$ cat src/rtl/pipeline_hazard_ctrl_if.sv
// pipeline_hazard_ctrl_if: hazard inputs and stall/flush outputs of the hazard controller
interface pipeline_hazard_ctrl_if #(
  parameter int NUM_STAGES = 5,
  parameter int REG_ADDR_W = 5,
  parameter int CNT_W      = 32
);
  logic                  imem_resp;
  logic                  dmem_req;
  logic                  dmem_resp;
  logic                  ex_busy;
  logic [REG_ADDR_W-1:0] rs1_id;
  logic [REG_ADDR_W-1:0] rs2_id;
  logic                  ex_is_load;
  logic [REG_ADDR_W-1:0] rd_ex;
  logic                  redirect;
  logic [NUM_STAGES-1:0] stage_en;
  logic [NUM_STAGES-1:0] stage_flush;
  logic                  tgt_capture;
  logic                  tgt_held_sel;
  logic                  predict_en;
  logic [CNT_W-1:0]      stall_cnt;
  logic [CNT_W-1:0]      flush_cnt;
  modport master (
    output imem_resp, dmem_req, dmem_resp, ex_busy, rs1_id, rs2_id, ex_is_load, rd_ex, redirect,
    input  stage_en, stage_flush, tgt_capture, tgt_held_sel, predict_en, stall_cnt, flush_cnt
  );
  modport slave (
    input  imem_resp, dmem_req, dmem_resp, ex_busy, rs1_id, rs2_id, ex_is_load, rd_ex, redirect,
    output stage_en, stage_flush, tgt_capture, tgt_held_sel, predict_en, stall_cnt, flush_cnt
  );
endinterface

$ cat src/rtl/pipeline_hazard_ctrl.sv
// pipeline_hazard_ctrl: N-stage stall/flush controller; HAZARD_PERF_EN adds stall/flush perf counters
module pipeline_hazard_ctrl #(
  parameter int NUM_STAGES      = 5,
  parameter int LOAD_USE_STALLS = 1,
  parameter int REG_ADDR_W      = 5,
  parameter int CNT_W           = 32
) (
  input logic                  clk,
  input logic                  rst,
  pipeline_hazard_ctrl_if.slave hz
);
  typedef enum logic [1:0] {IDLE, REDIR_WAIT, LU_STALL} state_t;
  localparam logic [NUM_STAGES-1:0] ALL = {NUM_STAGES{1'b1}};
  localparam logic [REG_ADDR_W-1:0] X0 = '0;
  state_t state_q, state_d, st;
  logic [1:0] lu_q, lu_d;
  logic [NUM_STAGES-1:0] en, fl;
  logic cap, back_ok, front_ok, lu_hit;
  assign back_ok  = (~hz.dmem_req | hz.dmem_resp) & ~hz.ex_busy;
  assign front_ok = hz.imem_resp;
  assign lu_hit   = hz.ex_is_load & (hz.rd_ex != X0) & (hz.rd_ex == hz.rs1_id | hz.rd_ex == hz.rs2_id);
  assign st       = (state_q inside {REDIR_WAIT, LU_STALL}) ? state_q : IDLE;
  // state and remaining load-use bubble count
  always_ff @(posedge clk or posedge rst) begin
    if (rst) begin
      state_q <= IDLE;
      lu_q    <= '0;
    end else begin
      state_q <= state_d;
      lu_q    <= lu_d;
    end
  end
  // enables/flushes by priority: backend stall, redirect, pending redirect, load-use, default
  always_comb begin
    en      = '0;
    fl      = '0;
    cap     = 1'b0;
    state_d = st;
    lu_d    = lu_q;
    if (back_ok) begin
      if (hz.redirect) begin
        en      = ALL;
        fl[2:1] = 2'b11;
        lu_d    = '0;
        if (front_ok && st != REDIR_WAIT) begin
          state_d = IDLE;
        end else begin
          en[0]   = 1'b0;
          cap     = 1'b1;
          state_d = REDIR_WAIT;
        end
      end else if (st == REDIR_WAIT) begin
        en      = ALL;
        en[0]   = front_ok;
        fl[1]   = 1'b1;
        state_d = front_ok ? IDLE : REDIR_WAIT;
      end else if (st == LU_STALL || lu_hit) begin
        en      = ALL;
        en[1:0] = 2'b00;
        fl[2]   = 1'b1;
        if (st == LU_STALL) begin
          lu_d    = lu_q - 2'd1;
          state_d = (lu_q == 2'd1) ? IDLE : LU_STALL;
        end else if (LOAD_USE_STALLS > 1) begin
          lu_d    = 2'(LOAD_USE_STALLS - 1);
          state_d = LU_STALL;
        end
      end else begin
        en    = ALL;
        en[0] = front_ok;
        fl[1] = ~front_ok;
      end
    end
  end
  assign hz.stage_en     = rst ? '0 : en;
  assign hz.stage_flush  = rst ? '0 : fl;
  assign hz.tgt_capture  = ~rst & cap;
  assign hz.tgt_held_sel = ~rst & (st == REDIR_WAIT);
  assign hz.predict_en   = ~rst & (en[1] | en[2]);
`ifdef HAZARD_PERF_EN
  logic [CNT_W-1:0] stall_q, flush_q;
  // saturating counts of frozen-PC cycles and flush cycles
  always_ff @(posedge clk or posedge rst) begin
    if (rst) begin
      stall_q <= '0;
      flush_q <= '0;
    end else begin
      if (!en[0] && !(&stall_q)) stall_q <= stall_q + 1'b1;
      if ((|fl) && !(&flush_q)) flush_q <= flush_q + 1'b1;
    end
  end
  assign hz.stall_cnt = stall_q;
  assign hz.flush_cnt = flush_q;
`else
  assign hz.stall_cnt = {CNT_W{1'b0}};
  assign hz.flush_cnt = {CNT_W{1'b0}};
`endif
endmodule

$ cat src/flat_wrapper.sv
// flat-port wrapper written by rule: the top's interface ports become plain ports
module pipeline_hazard_ctrl_flat 
#(
  parameter int NUM_STAGES      = 5,
  parameter int LOAD_USE_STALLS = 1,
  parameter int REG_ADDR_W      = 5,
  parameter int CNT_W           = 32
)
  (clk, rst, hz_imem_resp, hz_dmem_req, hz_dmem_resp, hz_ex_busy, hz_rs1_id, hz_rs2_id, hz_ex_is_load, hz_rd_ex, hz_redirect, hz_stage_en, hz_stage_flush, hz_tgt_capture, hz_tgt_held_sel, hz_predict_en, hz_stall_cnt, hz_flush_cnt);
  pipeline_hazard_ctrl_if #(.NUM_STAGES(NUM_STAGES), .REG_ADDR_W(REG_ADDR_W), .CNT_W(CNT_W)) hz_i ();
  input logic clk;
  input logic rst;
  input wire logic [$bits(hz_i.imem_resp)-1:0] hz_imem_resp;
  input wire logic [$bits(hz_i.dmem_req)-1:0] hz_dmem_req;
  input wire logic [$bits(hz_i.dmem_resp)-1:0] hz_dmem_resp;
  input wire logic [$bits(hz_i.ex_busy)-1:0] hz_ex_busy;
  input wire logic [$bits(hz_i.rs1_id)-1:0] hz_rs1_id;
  input wire logic [$bits(hz_i.rs2_id)-1:0] hz_rs2_id;
  input wire logic [$bits(hz_i.ex_is_load)-1:0] hz_ex_is_load;
  input wire logic [$bits(hz_i.rd_ex)-1:0] hz_rd_ex;
  input wire logic [$bits(hz_i.redirect)-1:0] hz_redirect;
  output wire logic [$bits(hz_i.stage_en)-1:0] hz_stage_en;
  output wire logic [$bits(hz_i.stage_flush)-1:0] hz_stage_flush;
  output wire logic [$bits(hz_i.tgt_capture)-1:0] hz_tgt_capture;
  output wire logic [$bits(hz_i.tgt_held_sel)-1:0] hz_tgt_held_sel;
  output wire logic [$bits(hz_i.predict_en)-1:0] hz_predict_en;
  output wire logic [$bits(hz_i.stall_cnt)-1:0] hz_stall_cnt;
  output wire logic [$bits(hz_i.flush_cnt)-1:0] hz_flush_cnt;
  assign hz_i.imem_resp = hz_imem_resp;
  assign hz_i.dmem_req = hz_dmem_req;
  assign hz_i.dmem_resp = hz_dmem_resp;
  assign hz_i.ex_busy = hz_ex_busy;
  assign hz_i.rs1_id = hz_rs1_id;
  assign hz_i.rs2_id = hz_rs2_id;
  assign hz_i.ex_is_load = hz_ex_is_load;
  assign hz_i.rd_ex = hz_rd_ex;
  assign hz_i.redirect = hz_redirect;
  assign hz_stage_en = hz_i.stage_en;
  assign hz_stage_flush = hz_i.stage_flush;
  assign hz_tgt_capture = hz_i.tgt_capture;
  assign hz_tgt_held_sel = hz_i.tgt_held_sel;
  assign hz_predict_en = hz_i.predict_en;
  assign hz_stall_cnt = hz_i.stall_cnt;
  assign hz_flush_cnt = hz_i.flush_cnt;
  pipeline_hazard_ctrl #(.NUM_STAGES(NUM_STAGES), .LOAD_USE_STALLS(LOAD_USE_STALLS), .REG_ADDR_W(REG_ADDR_W), .CNT_W(CNT_W)) u_core (.clk(clk), .rst(rst), .hz(hz_i));
endmodule
$ cat config.mk
export PLATFORM = sky130hd
export DESIGN_NAME = pipeline_hazard_ctrl_flat
export DESIGN_NICKNAME = d
export VERILOG_FILES = /design/src/rtl/pipeline_hazard_ctrl_if.sv /design/src/rtl/pipeline_hazard_ctrl.sv /design/src/flat_wrapper.sv
export SDC_FILE = /design/constraint.sdc
export NUM_CORES = 1
export LEC_CHECK = 0
export BUFFER_PORTS_ARGS = -buffer_cell sky130_fd_sc_hd__buf_2
export CELL_PAD_IN_SITES_DETAIL_PLACEMENT = 0
export CELL_PAD_IN_SITES_GLOBAL_PLACEMENT = 1
export CORE_MARGIN = 2
export CORE_UTILIZATION = 24
export CTS_BUF_LIST = sky130_fd_sc_hd__clkbuf_2 sky130_fd_sc_hd__clkbuf_4 sky130_fd_sc_hd__clkbuf_8
export CTS_CLUSTER_SIZE = 12
export DETAILED_ROUTE_END_ITERATION = 10
export PLACE_DENSITY_LB_ADDON = 0.1
export SLEW_MARGIN = 40
export SYNTH_ARGS = -nofsm -noshare
export SYNTH_HDL_FRONTEND = slang
export SYNTH_SLANG_ARGS = --single-unit
$ cat constraint.sdc
create_clock -name clk -period 4.97 [get_ports clk]
set_input_delay 0.994 -clock clk [delete_from_list [all_inputs] [get_ports clk]]
set_output_delay 0.994 -clock clk [all_outputs]
set_load 0.03 [all_outputs]
==> Flow_metrics.wiki <==
{| class="wikitable"
! Metric !! Value
|-
| Post-CTS Setup Repair Bufs || 0
|-
| Post-synth top area cell || buf_4
|-
| Via count normalized by instance count || 3.25
|-
| Outcome || completed
|-
| Fraction of the yosys area taken by sequential cells || 10.3%
|-
| Number of sinks driven by the clock tree || 4
|-
| DRT antenna net count || 0
|-
| Top-level port count || 100
|-
| Ratio of cells with drive above 1 in the final layout || 22.8%
|-
| Cell with the largest stage delay on the worst path || or4_1
|-
| Placeable Area || 3940 um2
|-
| Fin crit share || about 67%
|-
| TritonCTS buffer count || 3
|-
| Yosys Warn Count || 0
|-
| Critical path type || input port to output pin
|-
| Upper clock frequency limit || 300 MHz
|-
| Pin count of the biggest net entering global routing || 12
|-
| Synthesized cell area || 970 um2
|-
| Buffers added on ports || 32
|-
| Relative area change from synthesis to final layout || -1.94%
|-
| Overall overflow remaining after global route || 0
|-
| Number of violations of the max-capacitance limit || 0
|-
| Count of pins over their slew limit || 0
|-
| Effective utilization at floorplan || ~25%
|-
| Y dimension of the die || 67.6 um
|-
| Delay contributed by the slowest stage of the critical path || about 0.54 ns
|-
| Static Leakage || 0.576 nW
|-
| Hold buffer count at cts || 0
|-
| Clock input transition at the sequential cells of the worst setup and hold paths || 0.03 ns
|-
| Estimated wirelength of the detail-placed design || about 1.6 mm
|-
| Delay-heaviest family, CP || simple AND/OR/NAND/NOR gates
|-
| Final RePlAce weighted congestion || 0.698
|-
| Inserted Diodes || 0
|-
| Global-route wire length before repair || 2.04 mm
|-
| Count of buffer and inverter cells on the critical path || 2
|-
| Largest driver fanout on the critical path || 3
|-
| Gate count after technology mapping || ~130
|-
| Mean routed wirelength per cell || ~8.2 um
|-
| Average size of a mapped cell || 7.35 um2
|-
| Total iterations of the first detailed-routing run || 3
|-
| Longest Clk Path Bufs || 2
|-
| Design Area, Final || 951 um2
|-
| Type of origin of the critical path || input port
|-
| Number of remaining DRC errors || 0
|-
| Total detailed-routing wirelength || about 1.7 mm
|-
| H-Tree Depth || 1
|-
| R2r startpoint || u_core.state_q[1]$_DFF_PP0_
|-
| Final setup violation count || 0
|-
| Startpoint of the worst hold path || u_core.lu_q[1]$_DFFE_PP0P_
|-
| Horizontal extent of the die || 67.6 um
|-
| Number of antenna violations at the first check in global routing || 0
|-
| Layout Skew || 0.000647 ns
|-
| Worst setup timing slack at the placement stage || about 1.6 ns
|-
| Clock latency on the worst-skew pair || ~0.21 ns
|-
| Total of fill cells in the finished design || 457
|-
| Setup TNS || 0 ns
|-
| Total Routing Usage GR || 6.01%
|-
| Initial DRC Count || 9
|-
| Site row count || 23
|-
| Time the worst path needs with I/O delays and setup || 3.33 ns
|-
| RSZ-0062 raised after global routing || no
|-
| Final count of hold timing violations || 0
|-
| NumNets Final || roughly 190
|-
| Total power per unit cell area || ~240 nW/um2
|-
| Total die area || 4570 um2
|-
| Number of instances resized during post-cts repair || 0
|-
| Number of global-route vias before repair || 471
|-
| Cell Area, Placed || 910 um2
|-
| Distinct cell type count after synthesis || 24
|-
| Main area contributors after synthesis || buf_4 (54%), dfrtp_1 (10%), xor2_1 (9.0%)
|-
| Top-area cell type share of the netlist area || 54.2%
|-
| Launching element of the worst setup path || hz_rd_ex[1]
|-
| WP data required || 3.98 ns
|-
| Number of synthesized register bits || 4
|-
| Crit path setup slack, layout || 1.64 ns
|-
| Hold Path Class || flip-flop to flip-flop
|-
| Cells along the critical path || buf_2 -> or4_1 -> o211ai_2 -> nor3_1 -> nor3_1 -> buf_2
|-
| Critical path data arrival time || about 2.3 ns
|-
| Crit. End Element || output pin
|-
| CTS tree || done
|-
| Number of vias after detailed routing || 689
|-
| Maximum resistive drop on vdd || 144 uV
|-
| CTS Root Cell || clkbuf_8
|}
cell type report:
class | count | area (um2) | area share [%]
tap | 50 | 62.6 | 6.58
sequential | 4 | 100 | 10.5
clock buffer | 3 | 41.3 | 4.34
multi-input combinational | 118 | 568 | 59.7
timing repair buffer | 32 | 160 | 16.8
inverter | 5 | 18.8 | 1.97
worst reg2reg max path, delay by kind of cell (launching register included):
kind	cells	cell delay [ns]
flops	1	0.38
compound gates	2	0.33
simple gates	1	0.27
sequential cells by signal, indices dropped and copies added (netlist names):
name	cells
u_core.lu_q	2
u_core.state_q	2
Yosys cell counts:
master    instances
or2_2             1
a21o_1            1
a22oi_1           1
and3_1            1
dfrtp_1           4
o22ai_1           1
nand2_1           3
xor2_1           10
nand3_1           1
buf_2             1
or4_1             1
nor2_1            9
ha_1              1
conb_1            1
nor2b_1           1
nand2b_1          2
a21oi_1           6
nor3_1            7
buf_4            70
o21ai_0           2
a32o_1            1
inv_1             5
o31a_1            1
o211ai_2          1
logic make-up (layout without fill, tap and decap cells):
| kind of cell | after synthesis | count (layout) | share of synthesized area, % |
|---|---|---|---|
| flops | 4 | 4 | 10.3 |
| buf+inv | 76 | 40 | 56.6 |
| fa+ha+maj | 1 | 1 | 1.29 |
| simple gates | 26 | 26 | 12.8 |
| other cells | 1 | 67 | 0.387 |
| xor+xnor | 10 | 10 | 9.03 |
| compound gates | 14 | 14 | 9.55 |
metrics by stage:
step | cells | total power, W | utilization (%) | hold slack [ns]
2_1_floorplan | 198 | 0.000180 | - | 0.466
3_3_place_gp | 209 | 0.000158 | 23.1 | 0.478
3_5_place_dp | 209 | 0.000159 | 23.1 | 0.482
4_1_cts | 212 | 0.000227 | 24.1 | 0.488
5_1_grt | 212 | 0.000242 | 24.1 | 0.514
6_report | 212 | 0.000225 | 24.1 | 0.486
routing by layer:
metal	track usage, %	up-vias	wire length, um
met5	0	-	0
met4	1.53	0	0
met3	3.83	0	264
met2	10.2	51	864
met1	6.16	290	618
li1	-	348	-
worst paths after layout:
kind | end | depth (start not counted) | slack (ns)
max in group asynchronous | u_core.lu_q[0]$_DFFE_PP0P_ | 2 | 4.11
max | hz_stage_en[1] | 6 | 1.64
min | u_core.lu_q[1]$_DFFE_PP0P_ | 1 | 0.49
min in group asynchronous | u_core.state_q[0]$_DFF_PP0_ | 2 | 0.69
min reg2reg | u_core.lu_q[1]$_DFFE_PP0P_ | 1 | 0.49
max reg2reg | u_core.lu_q[1]$_DFFE_PP0P_ | 3 | 3.88
layout by cell type (no fill, tap or decap):
cell type / instances
or4_1: 1
nor2b_1: 1
a21oi_1: 6
nand2b_1: 2
a21o_1: 1
nor2_1: 9
ha_1: 1
clkbuf_8: 3
inv_1: 5
o211ai_2: 1
a22oi_1: 1
o21ai_0: 2
nand2_1: 3
buf_2: 32
nand3_1: 1
o22ai_1: 1
and3_1: 1
nor3_1: 7
xor2_1: 10
conb_1: 67
o31a_1: 1
or2_2: 1
a32o_1: 1
dfrtp_1: 4
where the power goes:
part	switching, W	internal, W
clock network	0.0000145	0.0000514
registers	0.00000332	0.0000363
logic	0.0000981	0.0000215
Note: power is estimated with default switching activity, not from simulation.
